--- config.mk ---
export PLATFORM = sky130hd
export DESIGN_NAME = shift_add_multiplier_flat
export DESIGN_NICKNAME = d
export VERILOG_FILES = /design/src/rtl/shift_add_multiplier_pkg.sv /design/src/rtl/shift_add_multiplier_if.sv /design/src/rtl/ripple_carry_adder.sv /design/src/rtl/shift_add_multiplier.sv /design/src/flat_wrapper.sv
export SDC_FILE = /design/constraint.sdc
export NUM_CORES = 1
export LEC_CHECK = 0
export BUFFER_PORTS_ARGS = -buffer_cell sky130_fd_sc_hd__buf_2
export CORE_MARGIN = 3
export CORE_UTILIZATION = 51
export CTS_BUF_LIST = sky130_fd_sc_hd__clkbuf_16
export DETAILED_ROUTE_END_ITERATION = 10
export GPL_TIMING_DRIVEN = 0
export PLACE_DENSITY = 0.76
export SYNTH_ARGS = -nofsm -noshare
export SYNTH_HDL_FRONTEND = slang
export SYNTH_HIERARCHICAL = 1
export SYNTH_SLANG_ARGS = --single-unit
--- constraint.sdc ---
create_clock -name clk -period 2.5 [get_ports clk]
set_input_delay 0.125 -clock clk [delete_from_list [all_inputs] [get_ports clk]]
set_output_delay 0.125 -clock clk [all_outputs]
set_load 0.01 [all_outputs]
--- src/rtl/shift_add_multiplier_pkg.sv ---
// Shared definitions for the shift-and-add multiplier: FSM encoding and
// the step-counter width helper.
package shift_add_multiplier_pkg;

  typedef enum logic [1:0] {
    IDLE = 2'd0,
    BUSY = 2'd1,
    DONE = 2'd2
  } state_t;

  // Bits needed to count 0..w inclusive.
  function automatic int cnt_width(input int w);
    return $clog2(w + 1);
  endfunction

endpackage

--- src/rtl/shift_add_multiplier_if.sv ---
// Operand and result valid/ready handshakes of the shift-and-add multiplier.
interface shift_add_multiplier_if #(
  parameter int width = 4
);

  logic                 in_valid;
  logic                 in_ready;
  logic [width-1:0]     a;
  logic [width-1:0]     b;
  logic                 out_valid;
  logic                 out_ready;
  logic [2*width-1:0]   product;

  modport master (
    output in_valid, a, b, out_ready,
    input  in_ready, out_valid, product
  );

  modport slave (
    input  in_valid, a, b, out_ready,
    output in_ready, out_valid, product
  );

endinterface

--- src/rtl/ripple_carry_adder.sv ---
// Plain width-bit ripple-carry adder; the multiplier's only arithmetic unit.
module ripple_carry_adder #(
  parameter int width = 4
) (
  input  logic [width-1:0] a,
  input  logic [width-1:0] b,
  input  logic             cin,
  output logic [width-1:0] sum,
  output logic             cout
);

  logic [width:0] carry;

  // NOTE: every output of a combinational block gets a default first, so no
  // path through the loop can leave a value unassigned and infer a latch.
  always_comb begin
    sum      = '0;
    carry    = '0;
    carry[0] = cin;
    for (int i = 0; i < width; i++) begin
      sum[i]       = a[i] ^ b[i] ^ carry[i];
      carry[i + 1] = (a[i] & b[i]) | (carry[i] & (a[i] ^ b[i]));
    end
    cout = carry[width];
  end

endmodule

--- src/rtl/shift_add_multiplier.sv ---
// Sequential unsigned multiplier: one conditional add-and-shift per cycle
// through a shared ripple adder, width steps per product.
module shift_add_multiplier
  import shift_add_multiplier_pkg::*;
#(
  parameter int width = 4
) (
  input  logic                  clk,
  input  logic                  rst_n,
  shift_add_multiplier_if.slave bus
);

  localparam int              cw        = cnt_width(width);
  localparam logic [cw-1:0]   last_step = cw'(width - 1);

  state_t            state;
  logic [width-1:0]  mcand;
  logic [width-1:0]  acc_hi;
  logic [width-1:0]  acc_lo;
  logic [cw-1:0]     cnt;

  logic [width-1:0]  addend;
  logic [width-1:0]  sum;
  logic              cout;

  // The multiplier LSB selects whether this step adds the multiplicand.
  assign addend = acc_lo[0] ? mcand : '0;

  ripple_carry_adder #(.width(width)) u_adder (
    .a    (acc_hi),
    .b    (addend),
    .cin  (1'b0),
    .sum  (sum),
    .cout (cout)
  );

  // NOTE: sequential state uses non-blocking assignments so every register
  // samples pre-edge values, independent of statement order.
  always_ff @(posedge clk or negedge rst_n) begin
    if (!rst_n) begin
      // NOTE: datapath registers are cleared as well, so product reads 0 in
      // reset and no earlier result can leak out afterwards.
      state  <= IDLE;
      mcand  <= '0;
      acc_hi <= '0;
      acc_lo <= '0;
      cnt    <= '0;
    end else begin
      case (state)
        IDLE: begin
          if (bus.in_valid) begin
            mcand  <= bus.a;
            acc_hi <= '0;
            acc_lo <= bus.b;
            cnt    <= '0;
            state  <= BUSY;
          end
        end
        BUSY: begin
          // Carry-out becomes the new MSB, so the product can never overflow.
          {acc_hi, acc_lo} <= {cout, sum, acc_lo[width-1:1]};
          cnt              <= cnt + cw'(1);
          if (cnt == last_step) state <= DONE;
        end
        DONE: begin
          if (bus.out_ready) state <= IDLE;
        end
        default: state <= IDLE;
      endcase
    end
  end

  // in_ready is held low while reset is asserted, not just decoded from IDLE.
  assign bus.in_ready  = rst_n && (state == IDLE);
  assign bus.out_valid = (state == DONE);
  assign bus.product   = {acc_hi, acc_lo};

endmodule
--- src/flat_wrapper.sv ---
// flat-port wrapper written by rule: the top's interface ports become plain ports
module shift_add_multiplier_flat import shift_add_multiplier_pkg::*;
#(
  parameter int width = 4
)
  (clk, rst_n, bus_in_valid, bus_a, bus_b, bus_out_ready, bus_in_ready, bus_out_valid, bus_product);
  shift_add_multiplier_if #(.width(width)) bus_i ();
  input  logic clk;
  input  logic rst_n;
  input wire logic [$bits(bus_i.in_valid)-1:0] bus_in_valid;
  input wire logic [$bits(bus_i.a)-1:0] bus_a;
  input wire logic [$bits(bus_i.b)-1:0] bus_b;
  input wire logic [$bits(bus_i.out_ready)-1:0] bus_out_ready;
  output wire logic [$bits(bus_i.in_ready)-1:0] bus_in_ready;
  output wire logic [$bits(bus_i.out_valid)-1:0] bus_out_valid;
  output wire logic [$bits(bus_i.product)-1:0] bus_product;
  assign bus_i.in_valid = bus_in_valid;
  assign bus_i.a = bus_a;
  assign bus_i.b = bus_b;
  assign bus_i.out_ready = bus_out_ready;
  assign bus_in_ready = bus_i.in_ready;
  assign bus_out_valid = bus_i.out_valid;
  assign bus_product = bus_i.product;
  shift_add_multiplier #(.width(width)) u_core (.clk(clk), .rst_n(rst_n), .bus(bus_i));
endmodule
==> flow_summary.toml <==
[detailed_routing]
vias = 663
dr.pass1.iters = 4
drt_wl_total_um = 1733
wl_per_cell_um = 13.23
via_per_inst = 5.061
initialDrtViolationCount = 6
drc_errors = 0
drtAntennaViolNets = 0

[global_routing]
grt_antenna_before_repair = 0
grt-ovfl-total = 0
grt_pass1_vias = 669
use_met3 = 0.04908
met2_usage = 0.2489
grt_max_degree = 19
top_usage_layer = "met2"
grtUsageTotal = 0.1684
grt_pass1_wl_um = 2987
grt_util_met1 = 0.2178

[logic_synthesis]
synth_top_family_by_area = "simple AND/OR/NAND/NOR gates"
synth_seq_cells = 17
synthMostInstantiatedCell = "inv_1"
synth_xor_area_frac = 0
synth_area_leader_cell = "dfrtp_1"
async_flop_share = 1.000
syn_nets = 99
synthTopCellsByArea = "dfrtp_1 46%, fa_1 8.6%, inv_1 7.3%, a22o_1 6.6%, mux2_2 6.1%"
syn_area_sq_um = 927.1
ys_warn_count = 6
synth-edff-count = 0
yosys.area_share.simple = 0.1457
synth_area_per_cell_sq_um = 11.45
ys.flop_type = "dfrtp_1"
ys_seq_area_frac = 0.4588
synth_compound_area_frac = 0.1134
synthAdderAreaFrac = 0.1134
synthMuxAreaShare = 0.06073
synth_common_cells = "18 x inv_1, 17 x dfrtp_1, 7 x a22o_1"
synthCells = 81
synth_top_area_frac = 0.4588
yosysUniqueCellTypes = 21

[placement]
dpl_worst_slack_ns = 0.1699
gp_congestion = 0.7208
portBuffers = 21
dpl_cell_area_sq_mm = 0.001062
hpwl_um = 1171

[worst_setup_path]
worstRegToRegCells = 10
worstPathRequired_ns = 2.69
critPathCaptureType = "flip-flop"
startpoint_type = "flip-flop"
timing.rr.start = "u_core/acc_lo[0]"
critPathArrivalTime_ns = 2.54
critPathKind = "reg -> reg"
r2r_end = "u_core/acc_hi[2]"
cp_max_fo = 6
rrSetupSlack_ns = 0.15

[sta]
period_needed_ns = 2.351
fin_tns_setup_ns = 0
setup_viol = 0
period_share = 0.9403
slew_viol_final = 0
timing.fmax_mhz = 425.4
fin_skew_ns = 0.002324
finalHoldViolations = 0
setup_ws_ns = 0.1492
rsz0062_at_grt = "false"

[power_and_ir_drop]
max-vdd-ir-drop_mv = 0.7335
cellLeakagePower_nw = 0.5925
power_per_cell_area_mw_per_mm2 = 1361

[die]
ios = 22
die_h_um = 48.64
rows = 14
die_area_sq_mm = 0.002365
die_w_um = 48.64
start_util = 0.5753
coreArea_sq_mm = 0.001612

[clock_tree]
numCtsBuffers = 3
clockRootBuffer = "clkbuf_16"
cts_tree = "yes"
clk_pin_slew_ns = 0.05
cts_buffer_depth = 2
htree_levels = 1
cts.sinks = 17
clk_latency_ns = 0.25

[final_layout]
finalNetCount = 126
area_delta_synth_final_pct = 24.29
seqCellArea_sq_um = 425.4
stdcell_area_sq_mm = 0.001152
nFillCells = 132
drive_gt1_frac = 0.3271
insertedDiodeCount = 0
multi_input_area_sq_um = 405.4

[run_status]
status = "finished clean"

[worst_hold_path]
hold_path_class = "in -> reg"
holdCritStartpoint = "bus_a[3]"
hold_path_end = "u_core/mcand[3]"
hold_path_depth = 2

[run]
max_cap_violations = 0
-- worst max-delay path, stage by stage, from the launching register on --
cell and delay, ns:
dfrtp_1 0.43, and2_1 0.18, fa_1 0.38, inv_1 0.07
fa_1 0.16, inv_1 0.05, fa_1 0.36, inv_1 0.07
fa_1 0.41, inv_1 0.07, a22o_1 0.12
-- report_power, final --
group,switching [mW],internal [mW],total (mW)
Combinational,0.364,0.369,0.733
Clock,0.107,0.214,0.321
Sequential,0.103,0.412,0.515
-- cell type report --
type                       count  area share
clock inverter                 1    0.004343
sequential                    17      0.3692
tap                           24     0.02606
multi-input combinational     42      0.3518
inverter                      18     0.05863
clock buffer                   3     0.06515
buffer                         4     0.02497
timing repair buffer          22     0.09989
-- placed cells by master, fill, tap and decap left out --
cell,netlist,routed
a211oi_1,3,3
a21oi_1,1,1
a221oi_1,1,1
a22o_1,7,7
and2_1,4,4
and2b_1,1,1
buf_2,2,23
buf_4,1,1
buf_6,1,1
clkbuf_16,0,3
clkinv_2,0,1
conb_1,1,1
dfrtp_1,17,17
dlygate4sd3_1,0,1
fa_1,4,4
ha_1,2,2
inv_1,18,18
mux2_2,5,5
nand2b_1,2,2
nor2b_1,1,1
nor3b_1,4,4
nor3b_4,1,1
nor4b_1,4,4
o21bai_1,1,1
-- layer usage --
| layer | vias up | wire length [um] |
|---|---|---|
| met2 | 14 | 833 |
| li1 | 318 | - |
| met5 | - | 0 |
| met3 | 4 | 84 |
| met1 | 327 | 788 |
| met4 | 0 | 26 |
-- registers in the layout, indices dropped and copies added (netlist names) --
register       cells
u_core/acc_hi      4
u_core/acc_lo      4
u_core/cnt         3
u_core/state       2
u_core/mcand       4
-- metrics by stage --
| stage | hold WS [ns] | power (mW) | utilization | cells |
|---|---|---|---|---|
| final | 0.1057 | 1.569 | 0.7151 | 131 |
| after CTS | 0.1037 | 1.581 | 0.7151 | 131 |
| after global routing | 0.1121 | 1.711 | 0.7151 | 131 |
| after detailed placement | 0.07293 | 1.243 | 0.6592 | 126 |
| after floorplan | -0.1706 | 1.046 | - | 81 |
| after global placement | 0.06778 | 1.208 | 0.6592 | 126 |
-- repair_timing --
item	4_1_cts	5_1_grt
hold endpoints to repair	17	0
resized for setup	0	0
hold buffers	1	0
setup buffers	0	0
-- worst max path at each step --
| stage | to | slack, ns | start |
|---|---|---|---|
| finish | u_core/acc_hi[2] | 0.15 | u_core/acc_lo[0] |
| global route | u_core/acc_hi[2] | 0.03 | u_core/acc_lo[0] |
| CTS | u_core/acc_hi[2] | 0.15 | u_core/acc_lo[0] |
| detailed placement | u_core/acc_hi[2] | 0.17 | u_core/acc_lo[0] |
| global placement | u_core/acc_hi[2] | 0.21 | u_core/acc_lo[0] |
| floorplan | u_core/acc_hi[2] | 0.26 | u_core/acc_lo[0] |
-- kinds of logic after synthesis --
group	after synthesis
simple gates	17
buf+inv	22
other cells	1
flops	17
compound gates	13
fa+ha+maj	6
mux	5
(Power assumes the default switching activity.)
